[src/rtl/mips_mc_controller.sv]
// mips_mc_controller: multicycle MIPS control FSM driving all datapath strobes and selects.
// Optional build macro MIPS_MC_TIMEOUT_EN adds a memory wait timeout that parks the FSM in ERROR.
module mips_mc_controller #(
    parameter int ALU_CTRL_W     = 4,
    parameter int TIMEOUT_CYCLES = 16
) (
    input  logic                  clk,
    input  logic                  reset,
    input  logic [5:0]            op,
    input  logic [5:0]            funct,
    input  logic                  zero,
    input  logic                  mem_ready,
    output logic                  iord,
    output logic                  mem_read,
    output logic                  mem_write,
    output logic                  ir_write,
    output logic [1:0]            reg_dst,
    output logic [1:0]            mem_to_reg,
    output logic                  reg_write,
    output logic                  alu_src_a,
    output logic [1:0]            alu_src_b,
    output logic                  no_ext,
    output logic [ALU_CTRL_W-1:0] alu_control,
    output logic [1:0]            pc_src,
    output logic                  pc_write,
    output logic                  illegal_op,
    output logic                  bus_error,
    output logic [3:0]            state_out
);
    localparam logic [3:0] FETCH  = 4'd0;
    localparam logic [3:0] DECODE = 4'd1;
    localparam logic [3:0] MEMADR = 4'd2;
    localparam logic [3:0] MEMRD  = 4'd3;
    localparam logic [3:0] MEMWB  = 4'd4;
    localparam logic [3:0] MEMWR  = 4'd5;
    localparam logic [3:0] REX    = 4'd6;
    localparam logic [3:0] ALUWB  = 4'd7;
    localparam logic [3:0] BRANCH = 4'd8;
    localparam logic [3:0] IEX    = 4'd9;
    localparam logic [3:0] IWB    = 4'd10;
    localparam logic [3:0] JUMP   = 4'd11;
    localparam logic [3:0] JR     = 4'd12;
    localparam logic [3:0] ERROR  = 4'd15;

    localparam logic [5:0] OP_RTYPE = 6'b000000;
    localparam logic [5:0] OP_LW    = 6'b100011;
    localparam logic [5:0] OP_SW    = 6'b101011;
    localparam logic [5:0] OP_BEQ   = 6'b000100;
    localparam logic [5:0] OP_BNE   = 6'b000101;
    localparam logic [5:0] OP_ADDI  = 6'b001000;
    localparam logic [5:0] OP_ANDI  = 6'b001100;
    localparam logic [5:0] OP_ORI   = 6'b001101;
    localparam logic [5:0] OP_SLTI  = 6'b001010;
    localparam logic [5:0] OP_J     = 6'b000010;
    localparam logic [5:0] OP_JAL   = 6'b000011;
    localparam logic [5:0] F_JR     = 6'b001000;

    localparam logic [ALU_CTRL_W-1:0] ALU_AND = ALU_CTRL_W'(4'b0000);
    localparam logic [ALU_CTRL_W-1:0] ALU_OR  = ALU_CTRL_W'(4'b0001);
    localparam logic [ALU_CTRL_W-1:0] ALU_ADD = ALU_CTRL_W'(4'b0010);
    localparam logic [ALU_CTRL_W-1:0] ALU_SUB = ALU_CTRL_W'(4'b0110);
    localparam logic [ALU_CTRL_W-1:0] ALU_SLT = ALU_CTRL_W'(4'b0111);
    localparam logic [ALU_CTRL_W-1:0] ALU_NOR = ALU_CTRL_W'(4'b1100);

    logic [3:0]            state, nxt, dec_nxt;
    logic                  dec_bad, rex_ok, imm_zext, timeout, waiting;
    logic [ALU_CTRL_W-1:0] rex_alu, imm_alu;

    assign waiting   = state == FETCH || state == MEMRD || state == MEMWR;
    assign state_out = state;

`ifdef MIPS_MC_TIMEOUT_EN
    localparam bit TO_EN = 1'b1;
    localparam int CNT_W = $clog2(TIMEOUT_CYCLES + 1);
    logic [CNT_W-1:0] wait_cnt;
    assign timeout = waiting && !mem_ready && wait_cnt == CNT_W'(TIMEOUT_CYCLES - 1);
    // consecutive not-ready cycles in the current wait state; any state change restarts it
    always_ff @(posedge clk or posedge reset)
        if (reset) wait_cnt <= '0;
        else if (nxt != state) wait_cnt <= '0;
        else if (waiting && !mem_ready) wait_cnt <= wait_cnt + 1'b1;
`else
    localparam bit TO_EN = 1'b0;
    assign timeout = 1'b0;
`endif

    // instruction field decode: dispatch target, R-type and immediate ALU ops
    always_comb begin
        dec_nxt = FETCH;
        dec_bad = 1'b0;
        case (op)
            OP_LW, OP_SW:                      dec_nxt = MEMADR;
            OP_RTYPE:                          dec_nxt = funct == F_JR ? JR : REX;
            OP_BEQ, OP_BNE:                    dec_nxt = BRANCH;
            OP_ADDI, OP_ANDI, OP_ORI, OP_SLTI: dec_nxt = IEX;
            OP_J, OP_JAL:                      dec_nxt = JUMP;
            default:                           dec_bad = 1'b1;
        endcase
        rex_ok  = 1'b1;
        rex_alu = ALU_AND;
        case (funct)
            6'b100000: rex_alu = ALU_ADD;
            6'b100010: rex_alu = ALU_SUB;
            6'b100100: rex_alu = ALU_AND;
            6'b100101: rex_alu = ALU_OR;
            6'b101010: rex_alu = ALU_SLT;
            6'b100111: rex_alu = ALU_NOR;
            default:   rex_ok  = 1'b0;
        endcase
        imm_alu  = op == OP_ANDI ? ALU_AND : op == OP_ORI ? ALU_OR : op == OP_SLTI ? ALU_SLT : ALU_ADD;
        imm_zext = op == OP_ANDI || op == OP_ORI;
    end

    // next-state logic; the timeout overrides any wait state
    always_comb begin
        nxt = FETCH;
        case (state)
            FETCH:  nxt = mem_ready ? DECODE : FETCH;
            DECODE: nxt = dec_nxt;
            MEMADR: nxt = op == OP_SW ? MEMWR : MEMRD;
            MEMRD:  nxt = mem_ready ? MEMWB : MEMRD;
            MEMWR:  nxt = mem_ready ? FETCH : MEMWR;
            REX:    nxt = rex_ok ? ALUWB : FETCH;
            IEX:    nxt = IWB;
            ERROR:  nxt = TO_EN ? ERROR : FETCH;
            default: nxt = FETCH;
        endcase
        if (timeout) nxt = ERROR;
    end

    // state register, asynchronously returned to FETCH
    always_ff @(posedge clk or posedge reset)
        if (reset) state <= FETCH;
        else state <= nxt;

    // Moore output decode; reset forces every output low
    always_comb begin
        iord        = 1'b0;
        mem_read    = 1'b0;
        mem_write   = 1'b0;
        ir_write    = 1'b0;
        reg_dst     = 2'b00;
        mem_to_reg  = 2'b00;
        reg_write   = 1'b0;
        alu_src_a   = 1'b0;
        alu_src_b   = 2'b00;
        no_ext      = 1'b0;
        alu_control = ALU_AND;
        pc_src      = 2'b00;
        pc_write    = 1'b0;
        illegal_op  = 1'b0;
        bus_error   = 1'b0;
        if (!reset) begin
            case (state)
                FETCH: begin
                    mem_read    = 1'b1;
                    alu_src_b   = 2'b01;
                    alu_control = ALU_ADD;
                    ir_write    = mem_ready;
                    pc_write    = mem_ready;
                end
                DECODE: begin
                    alu_src_b   = 2'b11;
                    alu_control = ALU_ADD;
                    illegal_op  = dec_bad;
                end
                MEMADR: begin
                    alu_src_a   = 1'b1;
                    alu_src_b   = 2'b10;
                    alu_control = ALU_ADD;
                end
                MEMRD: begin
                    iord     = 1'b1;
                    mem_read = 1'b1;
                end
                MEMWB: begin
                    reg_write  = 1'b1;
                    mem_to_reg = 2'b01;
                end
                MEMWR: begin
                    iord      = 1'b1;
                    mem_write = 1'b1;
                end
                REX: begin
                    alu_src_a   = 1'b1;
                    alu_control = rex_alu;
                    illegal_op  = !rex_ok;
                end
                ALUWB: begin
                    reg_write = 1'b1;
                    reg_dst   = 2'b01;
                end
                BRANCH: begin
                    alu_src_a   = 1'b1;
                    alu_control = ALU_SUB;
                    pc_src      = 2'b01;
                    pc_write    = (op == OP_BEQ && zero) || (op == OP_BNE && !zero);
                end
                IEX: begin
                    alu_src_a   = 1'b1;
                    alu_src_b   = 2'b10;
                    alu_control = imm_alu;
                    no_ext      = imm_zext;
                end
                IWB: begin
                    reg_write = 1'b1;
                    no_ext    = imm_zext;
                end
                JUMP: begin
                    pc_src     = 2'b10;
                    pc_write   = 1'b1;
                    reg_write  = op == OP_JAL;
                    reg_dst    = op == OP_JAL ? 2'b10 : 2'b00;
                    mem_to_reg = op == OP_JAL ? 2'b10 : 2'b00;
                end
                JR: begin
                    pc_src   = 2'b11;
                    pc_write = 1'b1;
                end
                ERROR: bus_error = TO_EN;
                default: ;
            endcase
        end
    end
endmodule

[config.mk]
export PLATFORM = sky130hd
export DESIGN_NAME = mips_mc_controller
export DESIGN_NICKNAME = d
export VERILOG_FILES = /design/src/rtl/mips_mc_controller.sv
export SDC_FILE = /design/constraint.sdc
export NUM_CORES = 1
export LEC_CHECK = 0
export CAP_MARGIN = 20
export CORE_MARGIN = 10
export CORE_UTILIZATION = 39
export DETAILED_ROUTE_END_ITERATION = 16
export PLACE_DENSITY = 0.76
export SLEW_MARGIN = 20
export SYNTH_ARGS = -nofsm -noshare
export SYNTH_HDL_FRONTEND = slang
export SYNTH_SLANG_ARGS = --single-unit
[constraint.sdc]
create_clock -name clk -period 4.7 [get_ports clk]
set_clock_uncertainty 0.1 [all_clocks]
set_input_delay 0.94 -clock clk [delete_from_list [all_inputs] [get_ports clk]]
set_output_delay 0.94 -clock clk [all_outputs]
set_load 0.01 [all_outputs]
After elaboration in Yosys (flattened, before gate mapping)
Cells that the tools add are included.
Widths: inputs -> output; s select.
{"block": "totals", "reg_bits": 4, "in_bits": 16}
{"block": "op_classes", "eq_ne": 29, "muxes": 43, "n_reduce_logical": 22}
{"operator": "$eq 6x6->1 const B", "n": 8}
{"operator": "$pmux 4 s5", "n": 2}
{"operator": "$eq 6x4->1 const B", "n": 5}
{"operator": "$pmux 4 s7", "n": 1}
{"operator": "$mux 3", "n": 7}
{"operator": "$eq 4x4->1 const B", "n": 5}
{"operator": "$mux 1", "n": 18}
{"operator": "$eq 4x3->1 const B", "n": 4}
{"operator": "$pmux 4 s4", "n": 1}
{"operator": "$reduce_or 2->1", "n": 8}
{"operator": "$eq 6x2->1 const B", "n": 2}
{"operator": "$eq 6x3->1 const B", "n": 2}
{"operator": "$pmux 2 s3", "n": 2}
{"operator": "$reduce_or 11->1", "n": 1}
{"operator": "$mux 2", "n": 5}
{"operator": "$eq 4x2->1 const B", "n": 2}
{"operator": "$mux 4", "n": 2}
{"operator": "$pmux 2 s2", "n": 2}
{"operator": "$reduce_or 4->1", "n": 2}
{"operator": "$logic_not 6->1", "n": 1}
{"operator": "$reduce_or 3->1", "n": 2}
{"operator": "$reduce_or 6->1", "n": 1}
{"operator": "$eq 4x1->1 const B", "n": 1}
{"operator": "$logic_not 4->1", "n": 1}
{"operator": "5 further kinds", "n": 9}

Longest topological paths before layout
{"block": "depth", "word_depth": 6, "mapped_depth": 6}

Worst setup path after synthesis
No wires, ideal clock.
{"block": "synth_timing", "kind": "input port to output port", "startpoint": "input op[5]", "endpoint": "output no_ext", "t_arrival_ps": 2284, "path_slack_ps": 1376, "cell_stages": 4, "path_buffers": 1, "path_cell_list": "clkbuf_1 > nand2b_1 > or3_1 > a2111oi_0"}
{"block": "synth_via", "elab_chain_len": 4, "elab_cells_between_ends": 5, "classes_between": "2 x eq/ne; 2 x mux; 1 x reduce/logical"}
{"element": "start: declaration", "line": "9", "source": "input logic [5:0] op,"}
{"element": "$eq 6x4->1", "line": "111", "source": "imm_zext = op == OP_ANDI || op == OP_ORI;"}
{"element": "$logic_or 1x1->1 *", "line": "111"}
{"element": "$mux 1 *", "line": "154", "source": "case (state)"}
{"element": "$mux 1 *", "line": "153", "source": "if (!reset) begin"}
{"element": "end: declaration", "line": "22", "source": "output logic no_ext,"}
Every way passes the cells marked *; elsewhere a longest branch is shown, timed or not.

Final worst setup path
{"block": "layout_timing", "startpoint": "input op[4]", "endpoint": "output reg_write"}
{"block": "layout_via", "elab_chain_len": 3}
{"element": "$eq 6x2->1", "line": "212", "source": "reg_write = op == OP_JAL;"}
{"element": "$pmux 1 s2", "line": "154"}
{"element": "$mux 1", "line": "153"}
{"element": "end: declaration", "line": "19", "source": "output logic reg_write,"}
Every way passes these cells.

==> impl_metrics.env <==
export IMPL_die_w_um=68.20
export IMPL_ys_seq_area_frac=0.1105
export IMPL_worst_pin_slew_ps=763.1
export IMPL_final_antenna_net_count=0
export IMPL_cts_tree="done"
export IMPL_clkPwrFrac=0.221
export IMPL_cts_buffer_depth=2
export IMPL_syn_num_nets=164
export IMPL_syn_inst=148
export IMPL_grt_ovfl_total=0
export IMPL_async_flop_share=1.000
export IMPL_postLayoutCellArea_um2=1318
export IMPL_post_cts_buffers=0
export IMPL_largest_reg_flops=4
export IMPL_grt_pass1_vias=1135
export IMPL_antenna_cells=0
export IMPL_synth_edf_count=0
export IMPL_syn_to_final_growth_pct=45.44
export IMPL_clock_fmax_mhz=238.3
export IMPL_cp_start_kind="input pin"
export IMPL_cts_buffers=3
export IMPL_wl_per_cell_um=16.14
export IMPL_status="finished clean"
export IMPL_drc_errors=0
export IMPL_hold_violations=0
export IMPL_share_comb_of_total_power=0.530
export IMPL_pwr_share_seq=0.249
export IMPL_endpoint="reg_write"
export IMPL_dr_pass1_iters=4
export IMPL_min_from="state_out[2]"
export IMPL_whs_ps=663.6
export IMPL_clkSlewWorstSetupHoldPaths_ps=30
export IMPL_yosys_warnings=0
export IMPL_end_kind="primary output"
export IMPL_post_route_period_util=0.8927
export IMPL_ys_ff_latch=4
export IMPL_synth_flop_cell="dfrtp_1"
export IMPL_worstSetupStartpoint="op[4]"
export IMPL_rsz0062_at_grt="false"
export IMPL_cp_required_ps=3660
export IMPL_rrSetupSlack_ps=2980
export IMPL_synth_most_common_cell="nor2_1"
export IMPL_syn_area_per_cell_um2=6.121
export IMPL_synth_top_area_cell="dfrtp_1"
export IMPL_rows=17
export IMPL_critPathMaxFanout=9
export IMPL_netlist_area_um2=905.9
export IMPL_antenna_found_initial=0
export IMPL_layout_drive_gt1_share=0.03911
export IMPL_drtIter0Drc=79
export IMPL_final_nets=197
export IMPL_setup_tns_ps=0
export IMPL_vdd_drop_max_v=0.0001079
export IMPL_place_area_um2=1295
export IMPL_r2r_start="state_out[0]"
export IMPL_synth_distinct_cells=44
export IMPL_reg2reg_depth=4
export IMPL_grt_max_degree=23
export IMPL_ctsResizeCount=0
export IMPL_yosys_top_cells_count="nor2_1 (19), nand2_1 (12), clkbuf_1 (9), nand2b_1 (9)"
export IMPL_routed_wl_mm=3.341
export IMPL_powerDensity_nw_per_um2=153.3
export IMPL_cts_sinks=4
export IMPL_ctsHtreeMaxLevel=1
export IMPL_yosys_top_cells_area="dfrtp_1 (11%), nor2_1 (7.9%), nand2b_1 (6.2%)"
export IMPL_crit_arrival_ps=3160
export IMPL_cts_hold_buf=0
export IMPL_grt_pass1_wl_mm=5.368
export IMPL_die_height_um=68.20
export IMPL_port_buffers=40
export IMPL_hold_class="flop to flop"
export IMPL_crit_type="input pin to primary output"
export IMPL_final_setup_viol_count=0
export IMPL_pin_count=42
export IMPL_p_int_uw=118.4
export IMPL_core_area_um2=2212
export IMPL_power_switching_share=0.4135
export IMPL_switchingPower_uw=83.50
export IMPL_synth_top_area_frac=0.1105
export IMPL_dieArea_um2=4651
export IMPL_hpwlAfterDp_mm=2.599
export IMPL_num_vias=1244
export IMPL_r2r_end="state_out[0]"
export IMPL_clockRootBuffer="clkbuf_4"
export IMPL_slew_limit_headroom=0.4781
export IMPL_gr_usage_all_layers=0.1412
export IMPL_dp_worst_setup_slack_ps=487.3
export IMPL_clk_latency_ps=240
export IMPL_leakage_uw=0.0004455
export IMPL_slew_viol_final=0
export IMPL_maxCapViolations=0
export IMPL_via_per_inst=6.010
export IMPL_globalplace_congestion=0.9056
export IMPL_period_minus_slack_ps=4196
export IMPL_fin_ws_ps=504.4
export IMPL_initial_core_util=0.4095
[worst min path at each step]
stage              endpoint  slack [ps]  cells past startpoint
2_1_floorplan  state_out[0]         630                      1
3_3_place_gp   state_out[2]         630                      3
3_5_place_dp   state_out[2]         650                      3
4_1_cts        state_out[2]         660                      3
5_1_grt        state_out[2]         680                      3
6_report       state_out[2]         660                      3
[power by group through the flow]
stage	Clock [µW]	Combinational, µW	Sequential (µW)
finish	44.6	107	50.3
global route	43.6	117	51.8
CTS	44.3	107	50.0
detailed placement	0	106	50.4
global placement	0	104	49.8
floorplan	0	66.5	40.3
[cell usage in the layout (no fill, tap or decap), types with 2 or more instances in the layout]
| cell | netlist | routed |
|---|---|---|
| a2111oi_0 | 2 | 2 |
| a211oi_1 | 2 | 2 |
| a21oi_1 | 8 | 8 |
| a22oi_1 | 2 | 2 |
| a2bb2oi_1 | 3 | 3 |
| a31oi_1 | 3 | 3 |
| and3_1 | 3 | 3 |
| clkbuf_4 | 0 | 3 |
| clkdlybuf4s50_1 | 0 | 40 |
| dfrtp_1 | 4 | 4 |
| inv_1 | 3 | 3 |
| nand2_1 | 12 | 12 |
| nand2b_1 | 9 | 9 |
| nand3_1 | 8 | 8 |
| nand3b_1 | 2 | 2 |
| nor2_1 | 19 | 19 |
| nor2b_1 | 7 | 7 |
| nor3_1 | 7 | 7 |
| nor4_1 | 5 | 5 |
| nor4b_1 | 2 | 2 |
| o21ai_0 | 7 | 7 |
| o21ai_1 | 3 | 3 |
| o31ai_1 | 3 | 3 |
| or3_1 | 3 | 3 |
[routing by layer]
metal	GRT usage	part of all wire	wire length [µm]	vias up
met5	0	0	0	-
met4	0.03769	0.0042	14	0
met3	0.01468	0.055	184	2
met2	0.2442	0.52	1731	44
met1	0.1807	0.42	1411	590
li1	-	-	-	608
[metrics by stage]
stage	power, µW	util	cells
after floorplan	106.7	-	148
after CTS	201.0	0.5956	207
after detailed placement	156.7	0.5854	204
after global routing	212.3	0.5956	207
after global placement	153.8	0.5854	204
final	201.9	0.5956	207
[cell type report]
cell class / instances / area, µm²
clock buffers: 3 / 22.52
fillers: 235 / 894.6
inverters: 3 / 11.26
multi-input cells: 128 / 740.7
flip-flops and latches: 4 / 100.1
well taps: 28 / 35.03
repair buffers: 41 / 407.9
[worst max-delay path, stage by stage]
cell	delay, ps
clkdlybuf4s50_1	550
or4_4	560
nor4_1	370
o21bai_1	160
clkdlybuf4s50_1	560
[kinds of logic (layout without fill, tap and decap cells)]
family / Yosys count / count (layout) / share of synthesized area
flops: 4 / 4 / 0.1105
simple gates: 82 / 82 / 0.4779
other cells: 1 / 1 / 0.004140
mux: 1 / 1 / 0.01105
compound gates: 42 / 42 / 0.3053
xor+xnor: 2 / 2 / 0.01934
buf+inv: 16 / 47 / 0.07182
Power figures use the tool's default switching activity.
